`config.mk`:
```
export PLATFORM = sky130hd
export DESIGN_NAME = wavegen_sched
export DESIGN_NICKNAME = d
export VERILOG_FILES = /design/src/rtl/wavegen_sched.sv
export SDC_FILE = /design/constraint.sdc
export NUM_CORES = 1
export LEC_CHECK = 0
export CAP_MARGIN = 25
export CORE_UTILIZATION = 55
export DETAILED_ROUTE_END_ITERATION = 12
export GPL_ROUTABILITY_DRIVEN = 0
export PLACE_DENSITY = 0.78
export SYNTH_ARGS = -nofsm -noshare
export SYNTH_HDL_FRONTEND = slang
export SYNTH_SLANG_ARGS = --single-unit
```
`constraint.sdc`:
```
create_clock -name clk -period 2 [get_ports clk]
set_input_delay 0.4 -clock clk [delete_from_list [all_inputs] [get_ports clk]]
set_output_delay 0.4 -clock clk [all_outputs]
set_load 0.1 [all_outputs]
```
`src/rtl/wavegen_sched.sv`:
```
// Multi-channel PWM scheduler: CH phase accumulators share one 1-cycle synchronous ROM through fixed slots.
// Optional common-phase realignment input is built when WAVEGEN_SCHED_PHASE_SYNC_EN is defined.
module wavegen_sched #(
    parameter int CH = 4,
    parameter int N  = 4,
    parameter int SN = 5,
    parameter int PW = 8
) (
    input  logic             clk,
    input  logic             n_reset,
    input  logic             en,
    input  logic [CH*PW-1:0] step,
`ifdef WAVEGEN_SCHED_PHASE_SYNC_EN
    input  logic             sync,
`endif
    output logic [SN-1:0]    rom_addr,
    input  logic [N-1:0]     rom_data,
    output logic [CH-1:0]    pwm,
    output logic             busy
);

    typedef enum logic [1:0] {
        IDLE  = 2'd0,
        RUN   = 2'd1,
        DRAIN = 2'd2
    } state_t;

    state_t          state;
    state_t          state_nxt;
    logic [N-1:0]    cnt;
    logic [PW-1:0]   phase    [CH];
    logic [N-1:0]    duty     [CH];
    logic [N-1:0]    next_dat [CH];
    logic            last;
    logic            boundary;
    logic            realign;

    assign busy     = (state != IDLE);
    assign last     = (cnt == {N{1'b1}});
    assign boundary = busy && last;

    always_ff @(posedge clk or negedge n_reset) begin
        if (!n_reset) begin
            state <= IDLE;
        end else begin
            state <= state_nxt;
        end
    end

    // Dropping en at the final count of a period ends the run at that same wrap.
    always_comb begin
        state_nxt = state;
        case (state)
            IDLE:    if (en) state_nxt = RUN;
            RUN:     if (!en) state_nxt = last ? IDLE : DRAIN;
            DRAIN:   begin
                if (en) begin
                    state_nxt = RUN;
                end else if (last) begin
                    state_nxt = IDLE;
                end
            end
            default: state_nxt = IDLE;
        endcase
    end

`ifdef WAVEGEN_SCHED_PHASE_SYNC_EN
    logic pend;

    // A pulse on the boundary cycle itself is kept for the following boundary.
    always_ff @(posedge clk or negedge n_reset) begin
        if (!n_reset) begin
            pend <= 1'b0;
        end else if (!busy || state_nxt == IDLE) begin
            pend <= 1'b0;
        end else if (boundary) begin
            pend <= sync;
        end else if (sync) begin
            pend <= 1'b1;
        end
    end

    assign realign = pend;
`else
    assign realign = 1'b0;
`endif

    always_ff @(posedge clk or negedge n_reset) begin
        if (!n_reset) begin
            cnt <= '0;
        end else if (!busy) begin
            cnt <= '0;
        end else begin
            cnt <= cnt + 1'b1;
        end
    end

    // Slot i issues channel i's address at cnt==i; the word arrives two counts later.
    always_ff @(posedge clk or negedge n_reset) begin
        if (!n_reset) begin
            rom_addr <= '0;
            for (int i = 0; i < CH; i++) begin
                phase[i]    <= '0;
                duty[i]     <= '0;
                next_dat[i] <= '0;
            end
        end else if (busy) begin
            for (int i = 0; i < CH; i++) begin
                if (int'(cnt) == i) begin
                    rom_addr <= phase[i][PW-1 -: SN];
                end
                if (int'(cnt) == i + 2) begin
                    next_dat[i] <= rom_data;
                end
                if (boundary) begin
                    duty[i]  <= next_dat[i];
                    phase[i] <= (realign ? '0 : phase[i]) + step[i*PW +: PW];
                end
            end
        end
    end

    always_ff @(posedge clk or negedge n_reset) begin
        if (!n_reset) begin
            pwm <= '0;
        end else begin
            for (int i = 0; i < CH; i++) begin
                pwm[i] <= busy && (cnt < duty[i]);
            end
        end
    end

endmodule

```
==> impl_results.html, run 1 <==
<table>
<tr><th>Metric</th><th>Value</th></tr>
<tr><th colspan="2">GRT</th></tr>
<tr><td>Via count of the first global-routing pass</td><td>3,743</td></tr>
<tr><td>First-pass GRT wire length</td><td>17.5 mm</td></tr>
<tr><td>Pin count of the biggest net entering global routing</td><td>80</td></tr>
<tr><td>Global-route usage over all layers</td><td>about a quarter</td></tr>
<tr><td>Initial antenna violation count</td><td>0</td></tr>
<tr><td>GRT Residual Overflow</td><td>0</td></tr>
<tr><th colspan="2">Critical path</th></tr>
<tr><td>Worst path depth</td><td>9</td></tr>
<tr><td>Largest driver fanout on the critical path</td><td>3</td></tr>
<tr><td>Crit-path cells</td><td>clkdlybuf4s50_1 &gt; ha_1 &gt; inv_2 &gt; fa_2 &gt; nor2b_1 &gt; o21ai_1 &gt; a21boi_2 &gt; or4_4 &gt; nand3_2</td></tr>
<tr><td>Crit Path Category</td><td>in -&gt; reg</td></tr>
<tr><td>Endpoint class of the critical path</td><td>register</td></tr>
<tr><td>Largest stage delay on the critical path</td><td>0.49 ns</td></tr>
<tr><td>FF-to-FF setup slack</td><td>around 0.14 ns</td></tr>
<tr><td>Worst flop-to-flop path startpoint</td><td>cnt[0]$_DFF_PN0_</td></tr>
<tr><td>Cell type of the slowest stage on the worst timing path</td><td>sky130_fd_sc_hd__or4_4</td></tr>
<tr><td>Count of cells along the worst register-to-register path</td><td>6</td></tr>
<tr><td>Endpoint of the worst-slack reg-to-reg timing path</td><td>phase[23]$_DFFE_PN0P_</td></tr>
<tr><td>Family with the most delay on the worst path</td><td>simple AND/OR/NAND/NOR gates</td></tr>
<tr><td>Worst endpoint required time</td><td>about 2.3 ns</td></tr>
<tr><td>Launch point of the critical path</td><td>step[0]</td></tr>
<tr><td>CP Data Arrival Time</td><td>2.24 ns</td></tr>
<tr><td>Number of buffers and inverters on the critical path</td><td>2</td></tr>
<tr><td>Critical path startpoint category</td><td>input port</td></tr>
<tr><th colspan="2">Pwr</th></tr>
<tr><td>Net switching share of the total power</td><td>a little under two fifths</td></tr>
<tr><td>Pwr Total</td><td>approximately 5.3 mW</td></tr>
<tr><td>Clk pwr share</td><td>about 25%</td></tr>
<tr><td>Share of total power in combinational logic</td><td>between 30 and 40%</td></tr>
<tr><td>P_int</td><td>3.33 mW</td></tr>
<tr><td>Sequential fraction of design power</td><td>between 30% and 40%</td></tr>
<tr><td>PwrDens</td><td>a little under 900 mW/mm2</td></tr>
<tr><td>Max rail drop VDD</td><td>between 800 and 900 uV</td></tr>
<tr><td>Net switching power</td><td>1.97 mW</td></tr>
<tr><td>Static power due to leakage</td><td>2.68 nW</td></tr>
<tr><th colspan="2">Yosys</th></tr>
<tr><td>Sequential element share of the synthesized area</td><td>about 40%</td></tr>
<tr><td>Number of flops mapped to enable cells by yosys</td><td>0</td></tr>
<tr><td>Count of synthesis-stage warnings from yosys</td><td>0</td></tr>
<tr><td>Synthesized flop and latch total</td><td>79</td></tr>
<tr><td>Cell count after synthesis</td><td>about 470</td></tr>
<tr><td>Ys flop type</td><td>sky130_fd_sc_hd__dfrtp_1</td></tr>
<tr><td>Syn nets</td><td>560</td></tr>
<tr><td>Most common cell in the netlist</td><td>sky130_fd_sc_hd__dfrtp_1</td></tr>
<tr><td>Share of async-settable or async-resettable flops after synthesis</td><td>100%</td></tr>
<tr><td>Synth top area cells</td><td>sky130_fd_sc_hd__dfrtp_1 41%, sky130_fd_sc_hd__ha_1 11%, sky130_fd_sc_hd__mux2_2 8.4%</td></tr>
<tr><td>Synthesized area divided by synthesized cell count</td><td>10.2 um2</td></tr>
<tr><td>Area share of the leading cell type in the synthesized netlist</td><td>just over 40%</td></tr>
<tr><td>Unique cell type count in the Yosys netlist</td><td>43</td></tr>
<tr><td>Cell accounting for the most synthesized area</td><td>sky130_fd_sc_hd__dfrtp_1</td></tr>
<tr><td>Combined area of all synthesized cells</td><td>approximately 0.0048 mm2</td></tr>
<tr><td>Leading post-synthesis cells by instance count</td><td>79 x sky130_fd_sc_hd__dfrtp_1, 44 x sky130_fd_sc_hd__ha_1, 41 x sky130_fd_sc_hd__o21ai_0</td></tr>
<tr><th colspan="2">Outcome</th></tr>
<tr><td>Result of the run</td><td>complete, no violations</td></tr>
<tr><th colspan="2">Drt</th></tr>
<tr><td>Wire length per cell</td><td>between 15 and 20 um</td></tr>
<tr><td>Total wire length after detailed routing</td><td>about 11 mm</td></tr>
<tr><td>Initial DRC count</td><td>between 150 and 200</td></tr>
<tr><td>ANT nets after route</td><td>0</td></tr>
<tr><td>First-pass DRT Iterations</td><td>5</td></tr>
<tr><td>Number of vias in the routed layout</td><td>between 3,000 and 4,000</td></tr>
<tr><td>Final routed DRC violation total</td><td>0</td></tr>
<tr><td>Via-to-Cell Ratio</td><td>5.78</td></tr>
<tr><th colspan="2">CTS</th></tr>
<tr><td>Number of H-tree branching levels</td><td>3</td></tr>
<tr><td>Clock root cell</td><td>sky130_fd_sc_hd__clkbuf_8</td></tr>
<tr><td>Clock transition at the registers of the reported paths</td><td>around 0.080 ns</td></tr>
<tr><td>Post-CTS Hold Buffers</td><td>0</td></tr>
<tr><td>Number of CTS-inserted buffers</td><td>9</td></tr>
<tr><td>Buffer levels on the longest clock path</td><td>2</td></tr>
<tr><td>Number of clock sinks</td><td>79</td></tr>
<tr><td>CTS tree</td><td>done</td></tr>
<tr><td>Skew-Pair Late Insertion Delay</td><td>between 0.3 and 0.4 ns</td></tr>
<tr><th colspan="2">Timing</th></tr>
<tr><td>Max-slew violation count</td><td>0</td></tr>
<tr><td>RSZ-0062 raised after global routing</td><td>false</td></tr>
<tr><td>Total Negative Setup Slacks</td><td>0 ns</td></tr>
<tr><td>Fraction of the cycle the final worst path needs</td><td>96.8%</td></tr>
<tr><td>Final hold slack</td><td>0.0167 ns</td></tr>
<tr><td>Final Critical Period</td><td>approximately 1.9 ns</td></tr>
<tr><td>Slew of the pin with the lowest slew margin</td><td>roughly 0.47 ns</td></tr>
<tr><td>Final setup viols</td><td>0</td></tr>
<tr><td>Clock Skews</td><td>approximately 0.0090 ns</td></tr>
<tr><td>Count of endpoints failing hold in the final timing report</td><td>0</td></tr>
<tr><td>Peak Freq</td><td>0.516 GHz</td></tr>
<tr><td>Slew margin rel.</td><td>between 60% and 70%</td></tr>
<tr><th colspan="2">Hold path</th></tr>
<tr><td>Worst hold path type</td><td>in -&gt; async</td></tr>
<tr><th colspan="2">Place</th></tr>
<tr><td>Detailed placement HPWL</td><td>approximately 8 mm</td></tr>
<tr><td>Total of buffers placed on input and output ports</td><td>between 40 and 50</td></tr>
<tr><td># placed instances</td><td>between 600 and 700</td></tr>
<tr><th colspan="2">Die</th></tr>
<tr><td>Die Outline Area</td><td>around 0.0091 mm2</td></tr>
<tr><td>Site Rows</td><td>33</td></tr>
<tr><td>DIE HEIGHT</td><td>roughly 96 um</td></tr>
<tr><td>Die X-Extent</td><td>approximately 96 um</td></tr>
<tr><td>Initial core utilization</td><td>roughly 58%</td></tr>
<tr><td>Area inside the core boundary</td><td>roughly 0.0083 mm2</td></tr>
<tr><td>Count of boundary I/O pins</td><td>~50</td></tr>
<tr><th colspan="2">Layout</th></tr>
<tr><td>Count of fill cells added during filler insertion</td><td>608</td></tr>
<tr><td>Non-filler cells in the finished layout</td><td>676</td></tr>
<tr><td>Count of antenna diodes in the layout</td><td>0</td></tr>
<tr><td>Final Util</td><td>71.9%</td></tr>
<tr><td>Synthesis-to-finish area growth</td><td>24.4%</td></tr>
<tr><td>Fraction of final layout cells sized beyond drive strength 1</td><td>22.6%</td></tr>
<tr><td># nets final</td><td>around 650</td></tr>
<tr><th colspan="2">Run</th></tr>
<tr><td>Number of max-cap violations</td><td>0</td></tr>
</table>
==> worst max-delay path by stage <==
stage	end
3_5_place_dp	phase[30]$_DFFE_PN0P_
5_1_grt	phase[30]$_DFFE_PN0P_
3_3_place_gp	phase[30]$_DFFE_PN0P_
6_report	phase[30]$_DFFE_PN0P_
4_1_cts	phase[30]$_DFFE_PN0P_
2_1_floorplan	next_dat[12]$_DFFE_PN0P_
==> cell type report <==
class                           count  area, um2  share of cell area (%)
Timing Repair Buffer               97        846                    14.1
Multi-Input combinational cell    348       2700                    45.1
Inverter                           31        116                    1.94
Tap cell                          105        131                    2.19
Clock buffer                       10        128                    2.13
Sequential cell                    79       1980                    33.0
Clock inverter                      6       93.8                    1.57
==> power groups by stage <==
stage          clock, mW  sequential [mW]  combinational (mW)
6_report            1.33             2.05                1.93
5_1_grt             1.40             2.08                2.11
4_1_cts             1.34             2.05                1.91
3_5_place_dp           0             2.08                1.90
3_3_place_gp           0             2.06                1.82
2_1_floorplan          0             2.50               0.865
==> sequential cells by signal, indices dropped and copies added, names as in the netlist <==
register and count:
cnt 4, duty 16, rom_addr 5, pwm 4
next_dat 16, state 2, phase 32
==> worst register-to-register path, stage by stage, from the launching register on <==
cell and delay, ns:
sky130_fd_sc_hd__dfrtp_1 0.43, sky130_fd_sc_hd__ha_1 0.30, sky130_fd_sc_hd__nand4_4 0.24, sky130_fd_sc_hd__buf_4 0.28, sky130_fd_sc_hd__nor4b_1 0.30, sky130_fd_sc_hd__o22ai_1 0.16
sky130_fd_sc_hd__nand4_1 0.09
==> placed cells by master, fill, tap and decap left out, types with 3 or more instances in the layout <==
master and n:
sky130_fd_sc_hd__a211oi_1 11, sky130_fd_sc_hd__nand2b_1 8, sky130_fd_sc_hd__nor3b_1 13, sky130_fd_sc_hd__ha_1 44, sky130_fd_sc_hd__o211ai_1 9, sky130_fd_sc_hd__a31oi_1 6, sky130_fd_sc_hd__nand2_1 30, sky130_fd_sc_hd__a22oi_1 5
sky130_fd_sc_hd__nand4_1 4, sky130_fd_sc_hd__mux2_2 36, sky130_fd_sc_hd__dfrtp_1 79, sky130_fd_sc_hd__a21boi_0 4, sky130_fd_sc_hd__nor2_1 18, sky130_fd_sc_hd__buf_4 58, sky130_fd_sc_hd__nor3_1 8, sky130_fd_sc_hd__o22ai_1 4
sky130_fd_sc_hd__nand3_1 5, sky130_fd_sc_hd__or3_1 4, sky130_fd_sc_hd__o31ai_1 4, sky130_fd_sc_hd__fa_1 3, sky130_fd_sc_hd__a21oi_1 16, sky130_fd_sc_hd__or4_1 3, sky130_fd_sc_hd__clkbuf_8 9, sky130_fd_sc_hd__and2_1 5
sky130_fd_sc_hd__xor2_1 13, sky130_fd_sc_hd__clkdlybuf4s50_1 37, sky130_fd_sc_hd__o21a_1 4, sky130_fd_sc_hd__and2_0 3, sky130_fd_sc_hd__a21o_1 4, sky130_fd_sc_hd__nor2b_1 9, sky130_fd_sc_hd__inv_1 29, sky130_fd_sc_hd__a21boi_2 4
sky130_fd_sc_hd__o21ai_0 40, sky130_fd_sc_hd__nor4b_1 12
==> cell families (layout without fill, tap and decap cells) <==
kind of cell	Yosys count	after routing	share of synthesized area [%]
and+or+nand+nor	132	133	16.0
AOI/OAI and AO/OA	117	117	14.9
buffers and inverters	47	144	4.05
xor gates and xnor gates	14	14	2.55
DFF	79	79	41.0
muxes	36	36	8.42
adders and majority gates	48	48	13.1
==> repair_timing <==
| action | in CTS | in global routing |
|---|---|---|
| pin swaps | 0 | 4 |
| endpoints found under the setup margin | 3 | 10 |
| gates cloned | 0 | 1 |
| resized for setup | 3 | 14 |
| buffers inserted | 0 | 5 |
==> per-layer routing <==
layer / up-vias / share of wire (%) / global-route usage (%)
li1: 1897 / - / -
met1: 1899 / 45 / 33.1
met2: 96 / 49 / 42.9
met3: 12 / 4.1 / 3.99
met4: 0 / 1.3 / 7.96
met5: - / 0 / 0
==> through the flow <==
step	instance area [um2]	setup slack (ns)
after floorplan	4820	0.181
after global placement	5680	-0.301
final	5990	0.0637
after detailed placement	5680	-0.401
after CTS	5900	0.00327
after global routing	5990	0.00173
Note: power is estimated with default switching activity, not from simulation.
==> run 2: changes to the inputs <==
--- a/config.mk
+++ b/config.mk
@@ -6,10 +6,10 @@
 export NUM_CORES = 1
 export LEC_CHECK = 0
 export CAP_MARGIN = 25
-export CORE_UTILIZATION = 55
+export CORE_UTILIZATION = 52
 export DETAILED_ROUTE_END_ITERATION = 12
 export GPL_ROUTABILITY_DRIVEN = 0
-export PLACE_DENSITY = 0.78
+export PLACE_DENSITY = 0.77
 export SYNTH_ARGS = -nofsm -noshare
 export SYNTH_HDL_FRONTEND = slang
 export SYNTH_SLANG_ARGS = --single-unit
==> constraint.sdc (replaced) <==
create_clock -name clk -period 1.7 [get_ports clk]
set_input_delay 0.34 -clock clk [delete_from_list [all_inputs] [get_ports clk]]
set_output_delay 0.34 -clock clk [all_outputs]
set_load 0.1 [all_outputs]
==> run 2 against run 1 <==
Against the previous run:
- the flow now finishes with violations (DRC, hold timing, setup timing)
- setup slack worse by 0.12 ns
- core utilization grew 5.9 points
- final area rose by 15%
- largest power group is now combinational cells
==> impl_results.html, run 2 (synthesis results as in run 1) <==
<table>
<tr><th>Metric</th><th>Value</th></tr>
<tr><th colspan="2">Timing</th></tr>
<tr><td>Final worst setup slack</td><td>-0.0515 ns (was 0.0637 ns)</td></tr>
<tr><td>Clock Skews</td><td>0.0134 ns (was 0.00904 ns)</td></tr>
<tr><td>Final Critical Period</td><td>1.75 ns</td></tr>
<tr><td>Slew of the pin with the lowest slew margin</td><td>0.429 ns (was 0.472 ns)</td></tr>
<tr><td>Final hold slack</td><td>-0.0239 ns (was 0.0167 ns)</td></tr>
<tr><td>Final setup viols</td><td>4 (was 0)</td></tr>
<tr><td>Slew margin rel.</td><td>71.4% (was 68.3%)</td></tr>
<tr><td>Count of endpoints failing hold in the final timing report</td><td>14 (was 0)</td></tr>
<tr><td>Peak Freq</td><td>0.571 GHz</td></tr>
<tr><td>Max-slew violation count</td><td>0 (unchanged)</td></tr>
<tr><td>RSZ-0062 raised after global routing</td><td>true (was false)</td></tr>
<tr><td>Fraction of the cycle the final worst path needs</td><td>103%</td></tr>
<tr><th colspan="2">Die</th></tr>
<tr><td>Die X-Extent</td><td>98.3 um (was 95.6 um)</td></tr>
<tr><td>Die Outline Area</td><td>0.00965 mm2 (was 0.00914 mm2)</td></tr>
<tr><td>Area inside the core boundary</td><td>0.00885 mm2 (was 0.00834 mm2)</td></tr>
<tr><td>Count of boundary I/O pins</td><td>49 (unchanged)</td></tr>
<tr><td>Initial core utilization</td><td>54.4% (was 57.8%)</td></tr>
<tr><td>Site Rows</td><td>34 (was 33)</td></tr>
<tr><td>DIE HEIGHT</td><td>98.3 um (was 95.6 um)</td></tr>
<tr><th colspan="2">CTS</th></tr>
<tr><td>Clock transition at the registers of the reported paths</td><td>0.08 ns (about the same)</td></tr>
<tr><td>Number of H-tree branching levels</td><td>3 (unchanged)</td></tr>
<tr><td>Clock root cell</td><td>sky130_fd_sc_hd__clkbuf_8 (unchanged)</td></tr>
<tr><td>Buffer levels on the longest clock path</td><td>2 (unchanged)</td></tr>
<tr><td>Number of CTS-inserted buffers</td><td>9 (unchanged)</td></tr>
<tr><td>CTS tree</td><td>done (unchanged)</td></tr>
<tr><td>Number of clock sinks</td><td>79 (unchanged)</td></tr>
<tr><td>Skew-Pair Late Insertion Delay</td><td>0.35 ns (was 0.36 ns)</td></tr>
<tr><td>Post-CTS Hold Buffers</td><td>0 (unchanged)</td></tr>
<tr><th colspan="2">GRT</th></tr>
<tr><td>Pin count of the biggest net entering global routing</td><td>80 (unchanged)</td></tr>
<tr><td>Initial antenna violation count</td><td>0 (unchanged)</td></tr>
<tr><td>Via count of the first global-routing pass</td><td>4,192 (was 3,743)</td></tr>
<tr><td>GRT Residual Overflow</td><td>0 (unchanged)</td></tr>
<tr><td>Global-route usage over all layers</td><td>25.1% (was 25.3%)</td></tr>
<tr><td>First-pass GRT wire length</td><td>19.5 mm (was 17.5 mm)</td></tr>
<tr><th colspan="2">Layout</th></tr>
<tr><td># nets final</td><td>692 (was 653)</td></tr>
<tr><td>Biggest register</td><td>phase (unchanged)</td></tr>
<tr><td>Final standard cell area without fillers</td><td>0.00688 mm2 (was 0.00599 mm2)</td></tr>
<tr><td>Flip-flop count of the largest register after layout</td><td>32 (unchanged)</td></tr>
<tr><td>Largest registers ranked by flip-flop count</td><td>phase (32), duty (16), next_dat (16) (unchanged)</td></tr>
<tr><td>Count of fill cells added during filler insertion</td><td>490 (was 608)</td></tr>
<tr><td>Highest-count cells in the layout ignoring fill and taps</td><td>77 x sky130_fd_sc_hd__buf_4, 75 x sky130_fd_sc_hd__dfrtp_1, 36 x sky130_fd_sc_hd__mux2_2 (was 79 x sky130_fd_sc_hd__dfrtp_1, 58 x sky130_fd_sc_hd__buf_4, 44 x sky130_fd_sc_hd__ha_1)</td></tr>
<tr><td>Final Util</td><td>77.8% (was 71.9%)</td></tr>
<tr><td>Leading cell type in the layout, fill and taps excluded</td><td>sky130_fd_sc_hd__buf_4 (was sky130_fd_sc_hd__dfrtp_1)</td></tr>
<tr><td>Fraction of final layout cells sized beyond drive strength 1</td><td>38.5% (was 22.6%)</td></tr>
<tr><td>Non-filler cells in the finished layout</td><td>718 (was 676)</td></tr>
<tr><td>Synthesis-to-finish area growth</td><td>42.8% (was 24.4%)</td></tr>
<tr><td>Count of antenna diodes in the layout</td><td>0 (unchanged)</td></tr>
<tr><th colspan="2">Drt</th></tr>
<tr><td>Number of vias in the routed layout</td><td>4,268 (was 3,904)</td></tr>
<tr><td>First-pass DRT Iterations</td><td>9 (was 5)</td></tr>
<tr><td>Total wire length after detailed routing</td><td>13.4 mm (was 10.9 mm)</td></tr>
<tr><td>Initial DRC count</td><td>235 (was 167)</td></tr>
<tr><td>ANT nets after route</td><td>0 (unchanged)</td></tr>
<tr><td>Wire length per cell</td><td>18.6 um (was 16.1 um)</td></tr>
<tr><td>Final routed DRC violation total</td><td>3 (was 0)</td></tr>
<tr><td>Via-to-Cell Ratio</td><td>5.94 (was 5.78)</td></tr>
<tr><th colspan="2">Pwr</th></tr>
<tr><td>Static power due to leakage</td><td>3.02 nW (was 2.68 nW)</td></tr>
<tr><td>Max rail drop VDD</td><td>1060 uV (was 830 uV)</td></tr>
<tr><td>PwrDens</td><td>1050 mW/mm2 (was 885 mW/mm2)</td></tr>
<tr><th colspan="2">Critical path</th></tr>
<tr><td>Largest stage delay on the critical path</td><td>0.47 ns (was 0.49 ns)</td></tr>
<tr><td>Count of cells along the worst register-to-register path</td><td>8 (was 6)</td></tr>
<tr><td>Endpoint of the worst-slack reg-to-reg timing path</td><td>rom_addr[3]$_DFFE_PN0P_ (was phase[23]$_DFFE_PN0P_)</td></tr>
<tr><td>CP Data Arrival Time</td><td>1.99 ns (was 2.24 ns)</td></tr>
<tr><td>Largest driver fanout on the critical path</td><td>5 (was 3)</td></tr>
<tr><td>Family with the most delay on the worst path</td><td>compound AO/OA/AOI/OAI gates (was simple AND/OR/NAND/NOR gates)</td></tr>
<tr><td>Cell occurring most often along the worst timing path</td><td>sky130_fd_sc_hd__buf_6</td></tr>
<tr><td>Endpoint class of the critical path</td><td>register (unchanged)</td></tr>
<tr><td>Worst path depth</td><td>8 (was 9)</td></tr>
<tr><td>Crit-path cells</td><td>buf_6 &gt; ha_4 &gt; nor3b_4 &gt; buf_6 &gt; a22oi_2 &gt; o211ai_1 &gt; o21ai_1 &gt; a21oi_2 (was clkdlybuf4s50_1 &gt; ha_1 &gt; inv_2 &gt; fa_2 &gt; nor2b_1 &gt; o21ai_1 &gt; a21boi_2 &gt; or4_4 &gt; nand3_2)</td></tr>
<tr><td>Cell type of the slowest stage on the worst timing path</td><td>sky130_fd_sc_hd__dfrtp_2 (was sky130_fd_sc_hd__or4_4)</td></tr>
<tr><td>Critical path startpoint category</td><td>register (was input port)</td></tr>
<tr><td>Number of buffers and inverters on the critical path</td><td>2 (unchanged)</td></tr>
<tr><td>FF-to-FF setup slack</td><td>-0.05 ns (was 0.14 ns)</td></tr>
<tr><td>Worst endpoint required time</td><td>1.93 ns (was 2.30 ns)</td></tr>
<tr><td>Crit Path Category</td><td>reg -&gt; reg (was in -&gt; reg)</td></tr>
<tr><td>Worst flop-to-flop path startpoint</td><td>cnt[1]$_DFF_PN0_ (was cnt[0]$_DFF_PN0_)</td></tr>
<tr><th colspan="2">Place</th></tr>
<tr><td>Total of buffers placed on input and output ports</td><td>48 (unchanged)</td></tr>
<tr><td># placed instances</td><td>682 (was 654)</td></tr>
<tr><td>Cell area after placement</td><td>0.00603 mm2 (was 0.00568 mm2)</td></tr>
<tr><td>Detailed placement HPWL</td><td>8.04 mm (was 7.82 mm)</td></tr>
<tr><td>Worst setup slack after placement</td><td>-0.564 ns (was -0.401 ns)</td></tr>
<tr><th colspan="2">Outcome</th></tr>
<tr><td>Result of the run</td><td>finished with violations (was complete, no violations)</td></tr>
<tr><td>Failing checks</td><td>DRC, hold timing, setup timing</td></tr>
<tr><th colspan="2">Run</th></tr>
<tr><td>Number of max-cap violations</td><td>0 (unchanged)</td></tr>
<tr><th colspan="2">Hold path</th></tr>
<tr><td>Worst hold path type</td><td>in -&gt; async (unchanged)</td></tr>
</table>
## run 2: cell count changes in the layout (fill, tap and decap cells not counted), sizes merged
cell / previous run / this run
clkbuf: 10 / 11
inv: 32 / 33
clkinvlp: 1 / 0
clkdlybuf4s50: 37 / 30
buf: 60 / 98
dlymetal6s2s: 0 / 4
dlygate4sd2: 0 / 3
## run 2: metal layers
layer | global-route usage, % | vias up | share of wire [%]
met1 | 31.7 | 2117 | 41
met4 | 8.73 | 0 | 2.9
met5 | 0 | - | 0
li1 | - | 1969 | -
met2 | 44.6 | 143 | 52
met3 | 2.93 | 39 | 3.8
## run 2: how the worst max path moves through the flow
stage                                startpoint                 endpoint
after floorplan                cnt[1]$_DFF_PN0_  next_dat[0]$_DFFE_PN0P_
after global placement                  step[0]    phase[30]$_DFFE_PN0P_
after detailed placement                step[0]    phase[30]$_DFFE_PN0P_
after CTS                 phase[16]$_DFFE_PN0P_    phase[22]$_DFFE_PN0P_
after global routing       phase[8]$_DFFE_PN0P_    phase[14]$_DFFE_PN0P_
final                          cnt[1]$_DFF_PN0_  rom_addr[3]$_DFFE_PN0P_
## run 2: stage by stage
| stage | total power, mW | setup TNS, ns |
|---|---|---|
| after floorplan | 3.99 | -0.0631 |
| after global placement | 4.91 | -7.14 |
| after detailed placement | 5.04 | -8.23 |
| after CTS | 6.70 | -0.240 |
| after global routing | 7.53 | -1.40 |
| final | 7.20 | -0.136 |
## run 2: final cells by class
| type | instances | area (um2) | area share, % |
|---|---|---|---|
| Inverter | 31 | 119 | 1.73 |
| Timing Repair Buffer | 136 | 1340 | 19.5 |
| Sequential cell | 79 | 1980 | 28.8 |
| Tap cell | 108 | 135 | 1.96 |
| Clock inverter | 6 | 91.3 | 1.33 |
| Clock buffer | 10 | 128 | 1.85 |
| Multi-Input combinational cell | 348 | 3090 | 44.9 |
## run 2: timing repair
action                                 4_1_cts  5_1_grt
setup endpoints to repair                   26       51
endpoints found under the hold margin        0        0
resized for setup                           33       89
cloned                                       0        2
setup buffers                                9       11
pin swaps                                   29       41
## run 2: where the power goes
group          internal, mW  switching [mW]  total, mW
Combinational          1.46            1.66       3.12
Sequential             2.21           0.305       2.51
Clock                 0.839           0.729       1.57
## run 2: worst register-to-register path, delay by kind of cell, from the launching register on
kind	cells	cell delay [ns]
AO/OA/AOI/OAI	4	0.54
flip-flops	1	0.47
buffers and inverters	2	0.30
adder cells (fa/ha/maj)	1	0.16
AND/OR/NAND/NOR	1	0.16
==> run 3: changes to the inputs <==
--- a/config.mk
+++ b/config.mk
@@ -9,7 +9,7 @@
 export CORE_UTILIZATION = 52
 export DETAILED_ROUTE_END_ITERATION = 12
 export GPL_ROUTABILITY_DRIVEN = 0
-export PLACE_DENSITY = 0.77
+export PLACE_DENSITY_LB_ADDON = 0.2
 export SYNTH_ARGS = -nofsm -noshare
 export SYNTH_HDL_FRONTEND = slang
 export SYNTH_SLANG_ARGS = --single-unit
==> run 3 against run 2 <==
Against the previous run:
- the flow finishes with violations (DRC, setup timing)
- cell count up 0.28%
- non-clock buffer count rose by 3
- critical path depth decreased by 1
- final area fell by 1.0%
- sequential share of layout area grew 0.24 points
- clock power about the same
==> impl_results.html, run 3 (synthesis results as in run 1) <==
<table>
<tr><th>Metric</th><th>Value</th></tr>
<tr><th colspan="2">Place</th></tr>
<tr><td>Total of buffers placed on input and output ports</td><td>48 (unchanged)</td></tr>
<tr><td>Worst setup slack after placement</td><td>-0.552 ns (was -0.564 ns)</td></tr>
<tr><td># placed instances</td><td>682 (unchanged)</td></tr>
<tr><td>Detailed placement HPWL</td><td>7.94 mm (was 8.04 mm)</td></tr>
<tr><th colspan="2">Run</th></tr>
<tr><td>Number of max-cap violations</td><td>0 (unchanged)</td></tr>
<tr><th colspan="2">Pwr</th></tr>
<tr><td>PwrDens</td><td>1020 mW/mm2 (was 1050 mW/mm2)</td></tr>
<tr><td>P_int</td><td>4.42 mW (was 4.51 mW)</td></tr>
<tr><td>Net switching share of the total power</td><td>36.7% (was 37.4%)</td></tr>
<tr><td>Share of total power in combinational logic</td><td>42.1% (was 43.3%)</td></tr>
<tr><td>Net switching power</td><td>2.56 mW (was 2.69 mW)</td></tr>
<tr><td>Clk pwr share</td><td>22.5% (was 21.8%)</td></tr>
<tr><td>Pwr Total</td><td>6.98 mW (was 7.20 mW)</td></tr>
<tr><td>Static power due to leakage</td><td>3.00 nW (was 3.02 nW)</td></tr>
<tr><td>Max rail drop VDD</td><td>1010 uV (was 1060 uV)</td></tr>
<tr><td>Sequential fraction of design power</td><td>35.4% (was 34.9%)</td></tr>
<tr><th colspan="2">Timing</th></tr>
<tr><td>Fraction of the cycle the final worst path needs</td><td>104% (was 103%)</td></tr>
<tr><td>RSZ-0062 raised after global routing</td><td>true (unchanged)</td></tr>
<tr><td>Final Critical Period</td><td>1.77 ns (was 1.75 ns)</td></tr>
<tr><td>Final worst setup slack</td><td>-0.0702 ns (was -0.0515 ns)</td></tr>
<tr><td>Slew of the pin with the lowest slew margin</td><td>0.373 ns (was 0.429 ns)</td></tr>
<tr><td>Max-slew violation count</td><td>0 (unchanged)</td></tr>
<tr><td>Final setup viols</td><td>3 (was 4)</td></tr>
<tr><td>Clock Skews</td><td>0.00955 ns (was 0.0134 ns)</td></tr>
<tr><td>Slew margin rel.</td><td>75.2% (was 71.4%)</td></tr>
<tr><td>Peak Freq</td><td>0.565 GHz (was 0.571 GHz)</td></tr>
<tr><td>Count of endpoints failing hold in the final timing report</td><td>0 (was 14)</td></tr>
<tr><th colspan="2">Critical path</th></tr>
<tr><td>Crit-path cells</td><td>clkdlybuf4s50_1 &gt; ha_1 &gt; nor2b_1 &gt; o21ai_2 &gt; a21boi_2 &gt; or4_1 &gt; nand3_1 (was buf_6 &gt; ha_4 &gt; nor3b_4 &gt; buf_6 &gt; a22oi_2 &gt; o211ai_1 &gt; o21ai_1 &gt; a21oi_2)</td></tr>
<tr><td>Cell type of the slowest stage on the worst timing path</td><td>sky130_fd_sc_hd__or4_1 (was sky130_fd_sc_hd__dfrtp_2)</td></tr>
<tr><td>Largest stage delay on the critical path</td><td>0.48 ns (was 0.47 ns)</td></tr>
<tr><td>Critical path startpoint category</td><td>input port (was register)</td></tr>
<tr><td>Largest driver fanout on the critical path</td><td>3 (was 5)</td></tr>
<tr><td>CP Data Arrival Time</td><td>2.06 ns (was 1.99 ns)</td></tr>
<tr><td>Worst endpoint required time</td><td>1.99 ns (was 1.93 ns)</td></tr>
<tr><td>Endpoint class of the critical path</td><td>register (unchanged)</td></tr>
<tr><td>Crit Path Category</td><td>in -&gt; reg (was reg -&gt; reg)</td></tr>
<tr><td>Number of buffers and inverters on the critical path</td><td>1 (was 2)</td></tr>
<tr><td>Family with the most delay on the worst path</td><td>simple AND/OR/NAND/NOR gates (was compound AO/OA/AOI/OAI gates)</td></tr>
<tr><th colspan="2">Drt</th></tr>
<tr><td>ANT nets after route</td><td>0 (unchanged)</td></tr>
<tr><td>Via-to-Cell Ratio</td><td>5.75 (was 5.94)</td></tr>
<tr><td>Total wire length after detailed routing</td><td>11.8 mm (was 13.4 mm)</td></tr>
<tr><td>First-pass DRT Iterations</td><td>10 (was 9)</td></tr>
<tr><td>Initial DRC count</td><td>191 (was 235)</td></tr>
<tr><td>Wire length per cell</td><td>16.4 um (was 18.6 um)</td></tr>
<tr><td>Final routed DRC violation total</td><td>2 (was 3)</td></tr>
<tr><td>Number of vias in the routed layout</td><td>4,141 (was 4,268)</td></tr>
<tr><th colspan="2">Die</th></tr>
<tr><td>Site Rows</td><td>34 (unchanged)</td></tr>
<tr><td>Die X-Extent</td><td>98.3 um (unchanged)</td></tr>
<tr><td>Count of boundary I/O pins</td><td>49 (unchanged)</td></tr>
<tr><td>DIE HEIGHT</td><td>98.3 um (unchanged)</td></tr>
<tr><td>Die Outline Area</td><td>0.00965 mm2 (unchanged)</td></tr>
<tr><td>Initial core utilization</td><td>54.4% (unchanged)</td></tr>
<tr><td>Area inside the core boundary</td><td>0.00885 mm2 (unchanged)</td></tr>
<tr><th colspan="2">Layout</th></tr>
<tr><td>Highest-count cells in the layout ignoring fill and taps</td><td>78 x sky130_fd_sc_hd__dfrtp_1, 78 x sky130_fd_sc_hd__buf_4, 35 x sky130_fd_sc_hd__mux2_2 (was 77 x sky130_fd_sc_hd__buf_4, 75 x sky130_fd_sc_hd__dfrtp_1, 36 x sky130_fd_sc_hd__mux2_2)</td></tr>
<tr><td>Sequential standard cell area</td><td>0.00198 mm2 (about the same)</td></tr>
<tr><td>Flip-flop count of the largest register after layout</td><td>32 (unchanged)</td></tr>
<tr><td>Count of antenna diodes in the layout</td><td>0 (unchanged)</td></tr>
<tr><td>Synthesis-to-finish area growth</td><td>41.4% (was 42.8%)</td></tr>
<tr><td>Area of combinational cells with multiple inputs</td><td>0.00303 mm2 (was 0.00309 mm2)</td></tr>
<tr><td>Non-filler cells in the finished layout</td><td>720 (was 718)</td></tr>
<tr><td># nets final</td><td>694 (was 692)</td></tr>
<tr><td>Largest registers ranked by flip-flop count</td><td>phase (32), duty (16), next_dat (16) (unchanged)</td></tr>
<tr><td>Biggest register</td><td>phase (unchanged)</td></tr>
<tr><td>Fraction of final layout cells sized beyond drive strength 1</td><td>36.6% (was 38.5%)</td></tr>
<tr><td>Count of fill cells added during filler insertion</td><td>564 (was 490)</td></tr>
<tr><th colspan="2">CTS</th></tr>
<tr><td>Skew-Pair Late Insertion Delay</td><td>0.36 ns (was 0.35 ns)</td></tr>
<tr><td>Clock transition at the registers of the reported paths</td><td>0.08 ns (about the same)</td></tr>
<tr><td>Clock root cell</td><td>sky130_fd_sc_hd__clkbuf_8 (unchanged)</td></tr>
<tr><td>Number of CTS-inserted buffers</td><td>9 (unchanged)</td></tr>
<tr><td>Number of H-tree branching levels</td><td>3 (unchanged)</td></tr>
<tr><td>CTS tree</td><td>done (unchanged)</td></tr>
<tr><td>Buffer levels on the longest clock path</td><td>2 (unchanged)</td></tr>
<tr><td>Number of clock sinks</td><td>79 (unchanged)</td></tr>
<tr><th colspan="2">GRT</th></tr>
<tr><td>Initial antenna violation count</td><td>0 (unchanged)</td></tr>
<tr><td>First-pass GRT wire length</td><td>18.9 mm (was 19.5 mm)</td></tr>
<tr><td>Global-route usage over all layers</td><td>24.6% (was 25.1%)</td></tr>
<tr><td>Pin count of the biggest net entering global routing</td><td>39 (was 80)</td></tr>
<tr><td>Via count of the first global-routing pass</td><td>4,103 (was 4,192)</td></tr>
<tr><td>GRT Residual Overflow</td><td>0 (unchanged)</td></tr>
<tr><th colspan="2">Outcome</th></tr>
<tr><td>Result of the run</td><td>finished with violations (unchanged)</td></tr>
<tr><td>Failing checks</td><td>DRC, setup timing (was DRC, hold timing, setup timing)</td></tr>
<tr><th colspan="2">Hold path</th></tr>
<tr><td>Worst hold path type</td><td>in -&gt; async (unchanged)</td></tr>
</table>
-- run 3: cell types whose count changed in the layout (fill, tap and decap cells not counted), sizes merged --
| cell | previous run | this run |
|---|---|---|
| dlygate4sd3 | 0 | 1 |
| inv | 33 | 32 |
| clkbuf | 11 | 10 |
| clkinvlp | 0 | 2 |
| dlymetal6s2s | 4 | 3 |
| clkinv | 2 | 1 |
| buf | 98 | 101 |
| dlygate4sd2 | 3 | 4 |
| nand4 | 6 | 5 |
-- run 3: stage by stage --
step,util (%),area (um2),setup TNS (ns),hold WS [ns]
finish,77.0,6810,-0.124,0.433
global route,77.0,6810,-0.864,0.465
CTS,72.4,6410,-0.165,0.435
detailed placement,68.0,6010,-8.21,0.281
global placement,68.0,6010,-6.97,0.279
floorplan,-,4840,-0.0631,0.0444
-- run 3: final timing paths --
kind | startpoint | to | slack (ns) | cells past startpoint
setup / recovery | step[2] | phase[30]$_DFFE_PN0P_ | -0.07 | 7
hold / removal | n_reset | phase[9]$_DFFE_PN0P_ | 0.43 | 2
setup reg to reg | phase[24]$_DFFE_PN0P_ | phase[30]$_DFFE_PN0P_ | -0.07 | 8
hold reg to reg | phase[2]$_DFFE_PN0P_ | phase[2]$_DFFE_PN0P_ | 0.51 | 2
max in group asynchronous | n_reset | cnt[1]$_DFF_PN0_ | 0.69 | 3
min in group clk | step[0] | phase[24]$_DFFE_PN0P_ | 0.47 | 3
-- run 3: layer usage --
layer / track usage (%) / routed length [um] / vias up
met2: 41.9 / 5750 / 115
li1: - / - / 1981
met1: 31.7 / 5320 / 2019
met5: 0 / 0 / -
met4: 10.2 / 285 / 0
met3: 3.08 / 470 / 26
-- run 3: final cells by class --
class                   instances  area share, %
multi-input cells             347           44.4
flip-flops and latches         79           29.0
repair buffers                139           19.5
well taps                     108           1.98
clock buffers                  10           1.87
inverters                      31           1.86
clock inverters                 6           1.36
-- run 3: power groups by stage --
stage          logic [mW]  clock network, mW  registers [mW]
6_report             2.94               1.57            2.47
5_1_grt              3.15               1.68            2.50
4_1_cts              2.61               1.60            2.44
3_5_place_dp         2.54                  0            2.48
3_3_place_gp         2.46                  0            2.46
2_1_floorplan        1.04                  0            2.94
-- run 3: timing repair --
action	4_1_cts	5_1_grt
pin swaps	26	37
hold buffers	1	0
endpoints found under the setup margin	24	38
cloned	0	1
setup buffers	12	9
hold endpoints to repair	23	0
resized for setup	34	79
==> RTL edit 1, RTL diff (settings of run 3) <==
Build with the macro `WAVEGEN_SCHED_PHASE_SYNC_EN` defined.
--- a/src/rtl/wavegen_sched.sv
+++ b/src/rtl/wavegen_sched.sv
@@ -2,2 +2,4 @@
 // Optional common-phase realignment input is built when WAVEGEN_SCHED_PHASE_SYNC_EN is defined.
+`define WAVEGEN_SCHED_PHASE_SYNC_EN
+
 module wavegen_sched #(
Interface: changed (added sync); port bits go from 49 to 50. The function was not compared with the original's and may differ.
==> RTL edit 1 against run 3 <==
- wire length shrank 4.4%
- largest power group unchanged
- critical endpoint is now phase[22]$_DFFE_PN0P_
- count of clock-buffer cells in the layout is the same
- non-clock buffer count grew 13
- setup slack lost 0.40 ns
- total power grew 23%
- largest cell class unchanged
- synthesized area is essentially flat
- the flow still finishes with violations (design-rule violations, negative setup slack)
- final area shrank 0.22%
- sequential cell count grew 1
==> RTL edit 1: results (changes against run 3) <==
Parameter                              Value

Global route
  Pin count of the biggest net entering global routing    41 (+5.1%)
  Grt met1 use    0.3077 (-0.009473)

Synth
  Part of the Yosys area used for sequential elements    0.4153 (+0.004871)
  Number of different library cells in the post-synthesis netlist    46 (+7.0%)
  Syn avg cell area    9.720 um2 (-4.6%)
  Arithmetic-cell share of the synthesized area counting full adders, half adders and majority gates    0.1308 (about the same)
  Complex-gate fraction of the synthesized area    0.1729 (+0.02428)

Route
  Total number of vias    4080 (-1.5%)
  Number of search-and-repair iterations in the first detailed-routing pass    8 (-2)
  Wire length on met3    294 um (-37%)
  DR DRC count    6 (+4)

Power
  Maximum resistive drop on vdd    0.7360 mV (-27%)
  Leakage power total    3.133 nW (+4.5%)
  P_int    5.107 mW (+16%)

Outcome
  Run status    finished, violations left
  Failing checks    design-rule violations, negative setup slack

STA
  Setup slack of the critical path after layout    -0.4744 ns (-0.4042 ns)
  Final worst clock skew    0.01476 ns (+0.005213 ns)
  Final setup violating endpoints    18 (+15)
  Relative slew slack    0.7723 (+0.02073)

CTS
  Post-CTS setup buffer count    9 (-3)

Worst setup path
  Path depth of the worst reg2reg path    10 (+2)
  Slowest library cell on the worst path    sky130_fd_sc_hd__dfrtp_1
  Arrival time of the worst setup path    2.41 ns (+0.35 ns)

Placement
  Worst slack at placement    -0.6245 ns (-0.07279 ns)
  PortBufs    49 (+2.1%)
  Area after DPL    6306 um2 (+4.8%)
  Post-detail-place hpwl    8257 um (+4.0%)
## RTL edit 1: cell count changes after synthesis, moves of 12 or more
cell	before	now
sky130_fd_sc_hd__nor4b_1	12	0
sky130_fd_sc_hd__mux2_2	36	16
sky130_fd_sc_hd__nor3b_1	13	0
sky130_fd_sc_hd__o21ai_0	41	20
sky130_fd_sc_hd__nand2_1	30	84
sky130_fd_sc_hd__xnor2_1	1	14
sky130_fd_sc_hd__nor2b_1	9	36
sky130_fd_sc_hd__a21oi_1	16	28
sky130_fd_sc_hd__o21ai_1	3	28
## RTL edit 1: area by class of cell
type | count | area [um2]
fillers | 580 | 2052
well taps | 108 | 135.1
flip-flops and latches | 80 | 2003
multi-input cells | 373 | 2940
clock inverters | 6 | 50.05
repair buffers | 152 | 1429
clock buffers | 10 | 137.6
inverters | 26 | 101.3
==> RTL edit 2, RTL diff (settings of run 3) <==
Made on the original files. Add an input register stage for `en`, `step` and `rom_data`, with the module's reset; this delays them by one clock.
--- a/src/rtl/wavegen_sched.sv
+++ b/src/rtl/wavegen_sched.sv
@@ -27,2 +27,18 @@
 
+    logic en_q;
+    logic [CH*PW-1:0] step_q;
+    logic [N-1:0] rom_data_q;
+
+    always_ff @(posedge clk or negedge n_reset) begin
+        if (!n_reset) begin
+            en_q       <= '0;
+            step_q     <= '0;
+            rom_data_q <= '0;
+        end else begin
+            en_q       <= en;
+            step_q     <= step;
+            rom_data_q <= rom_data;
+        end
+    end
+
     state_t          state;
@@ -53,6 +69,6 @@
         case (state)
-            IDLE:    if (en) state_nxt = RUN;
-            RUN:     if (!en) state_nxt = last ? IDLE : DRAIN;
+            IDLE:    if (en_q) state_nxt = RUN;
+            RUN:     if (!en_q) state_nxt = last ? IDLE : DRAIN;
             DRAIN:   begin
-                if (en) begin
+                if (en_q) begin
                     state_nxt = RUN;
@@ -112,3 +128,3 @@
                 if (int'(cnt) == i + 2) begin
-                    next_dat[i] <= rom_data;
+                    next_dat[i] <= rom_data_q;
                 end
@@ -116,3 +132,3 @@
                     duty[i]  <= next_dat[i];
-                    phase[i] <= (realign ? '0 : phase[i]) + step[i*PW +: PW];
+                    phase[i] <= (realign ? '0 : phase[i]) + step_q[i*PW +: PW];
                 end
Behaviour: not the same (Yosys sat finds a counterexample within 4 cycles, from zero or initial values and one cycle with n_reset low).
==> RTL edit 2 against run 3 <==
- the run ends with negative setup slack left
- final cell count rose by 12%
- total power rose by 43%
- wire length rose by 16%
- clock power rose by 140%
- synthesized area rose by 18%
- sequential cell count rose by 37
- die area rose by 17%
- setup slack got worse by 0.043 ns
- utilization rose by 0.29 points
- final area rose by 19%
- sequential power rose by 39%
==> RTL edit 2: results (changes against run 3) <==
Parameter                              Value

Synth
  Syn Nets    621 (+11%)
  Main combinational cell family by area after synthesis    compound AO/OA/AOI/OAI gates
  Syn avg cell area    10.61 um2 (+4.2%)
  Post-synthesis share of cell area spent on xor and xnor gates    0.02164 (-0.003816)
  Share of synthesized area spent on multiplexers    0.03180 (-0.05236)
  Arithmetic-cell share of the synthesized area counting full adders, half adders and majority gates    0.1113 (-0.01963)
  Main area contributors after synthesis    sky130_fd_sc_hd__dfrtp_1 51%, sky130_fd_sc_hd__ha_1 9.7%, sky130_fd_sc_hd__nand2_1 4.4%
  Number of different library cells in the post-synthesis netlist    50 (+16%)
  Synth cell count leaders    116 x sky130_fd_sc_hd__dfrtp_1, 67 x sky130_fd_sc_hd__nand2_1, 49 x sky130_fd_sc_hd__o21ai_0
  Complex-gate fraction of the synthesized area    0.1530 (+0.004442)
  Part of the Yosys area used for sequential elements    0.5123 (+0.1019)

Route
  Count of routing violations after the opening detailed-route iteration    179 (-6.3%)
  Total number of vias    4552 (+9.9%)
  Number of search-and-repair iterations in the first detailed-routing pass    4 (-6)

Hold path
  Class of the tightest hold or removal check    input pin to register

CTS
  CTS clock-pin slew for the worst setup and hold paths    0.06 ns (-0.02 ns)
  CTS H-tree depth    4 (+1)
  TritonCTS buffer count    17 (+8)
  Worst-skew pair later-pin latency    0.55 ns (+0.19 ns)

Worst setup path
  Slowest library cell on the worst path    sky130_fd_sc_hd__dfrtp_1
  Arrival time of the worst setup path    1.47 ns (-0.59 ns)
  Worst path max stage delay    0.39 ns (-0.09 ns)
  Maximum fanout along the worst path    2 (-1)
  Kind of cell adding the most delay to the critical path    buffers and inverters

Outcome
  Run status    finished, violations left
  Failing checks    negative setup slack

STA
  Setup Total Neg Slack    -0.3672 ns (-0.2430 ns)
  Setup slack of the critical path after layout    -0.1130 ns (-0.04283 ns)
  Worst-Margin Slew    0.4132 ns (+0.04056 ns)
  Final setup violating endpoints    5 (+2)

Finish
  Number of standard cells in the layout, taps in and fillers out    803 (+12%)
  Count of inserted antenna diode cells    0 (unchanged)
  Share of post-route cells with drive strength above 1    0.2984 (-0.06766)
  Final net count    741 (+6.8%)
  Leading registers by flop count    phase (32), step_q (32)

Global route
  Number of global-route vias before repair    4441 (+8.2%)
  Global-route wire length before repair    20900 um (+11%)
  Pin count of the biggest net entering global routing    29 (-26%)
  Total GRT Usage    0.2448 (-0.001102)

Placement
  Worst slack at placement    -0.1788 ns (+0.3729 ns)
  Area after DPL    6763 um2 (+12%)
  Placed instance count    749 (+9.8%)
  Post-detail-place hpwl    8442 um (+6.4%)

Power
  Leakage power total    3.548 nW (+18%)
  Maximum resistive drop on vdd    1.072 mV (+6.3%)
## RTL edit 2: cell count changes after synthesis, sizes merged, moves of 5 or more
cell / change
o21ai: +5
nand4: -5
dfrtp: +37
nor2: +5
nor4b: -11
inv: +6
mux2: -20
nor3b: -10
nand2: +37
o31ai: +7
## RTL edit 2: power breakdown
part           internal, mW  switching [mW]  leakage, nW
clock network          2.56            1.22        0.314
registers              3.14           0.299         1.49
logic                  1.20            1.54         1.75
## RTL edit 2: worst paths after layout
check | startpoint | endpoint | slack, ns | depth (start not counted)
max | state[0]$_DFFE_PN0P_ | busy | -0.11 | 4
min | rom_data[2] | rom_data_q[2]$_DFF_PN0_ | 0.23 | 1
max reg2reg | phase[6]$_DFFE_PN0P_ | phase[6]$_DFFE_PN0P_ | -0.08 | 5
min reg2reg | next_dat[0]$_DFFE_PN0P_ | duty[0]$_DFFE_PN0P_ | 0.47 | 2
max in group asynchronous | n_reset | step_q[25]$_DFF_PN0_ | 0.90 | 3
min in group asynchronous | n_reset | duty[10]$_DFFE_PN0P_ | 0.26 | 2
## RTL edit 2: routing by layer
layer,up-vias,global-route usage,share of wire,wire [um]
li1,2131,-,-,-
met2,122,0.3808,0.50,6851
met3,37,0.06315,0.048,663
met4,0,0.1300,0.026,360
met1,2262,0.3142,0.43,5850
met5,-,0,0,0
## RTL edit 2: final cells by class
cell class / count / area (um2)
multi-input combinational: 367 / 3012
fill: 675 / 2379
timing repair buffer: 115 / 1211
clock inverter: 9 / 147.6
clock buffer: 23 / 486.7
tap: 136 / 170.2
inverter: 37 / 152.6
sequential: 116 / 2904
## RTL edit 2: timing repair
action	in CTS	in global routing
resized for setup	36	78
pin swaps	15	39
hold buffers	1	0
setup buffers	8	12
endpoints found under the setup margin	28	38
gates cloned	0	3
hold endpoints to repair	17	0
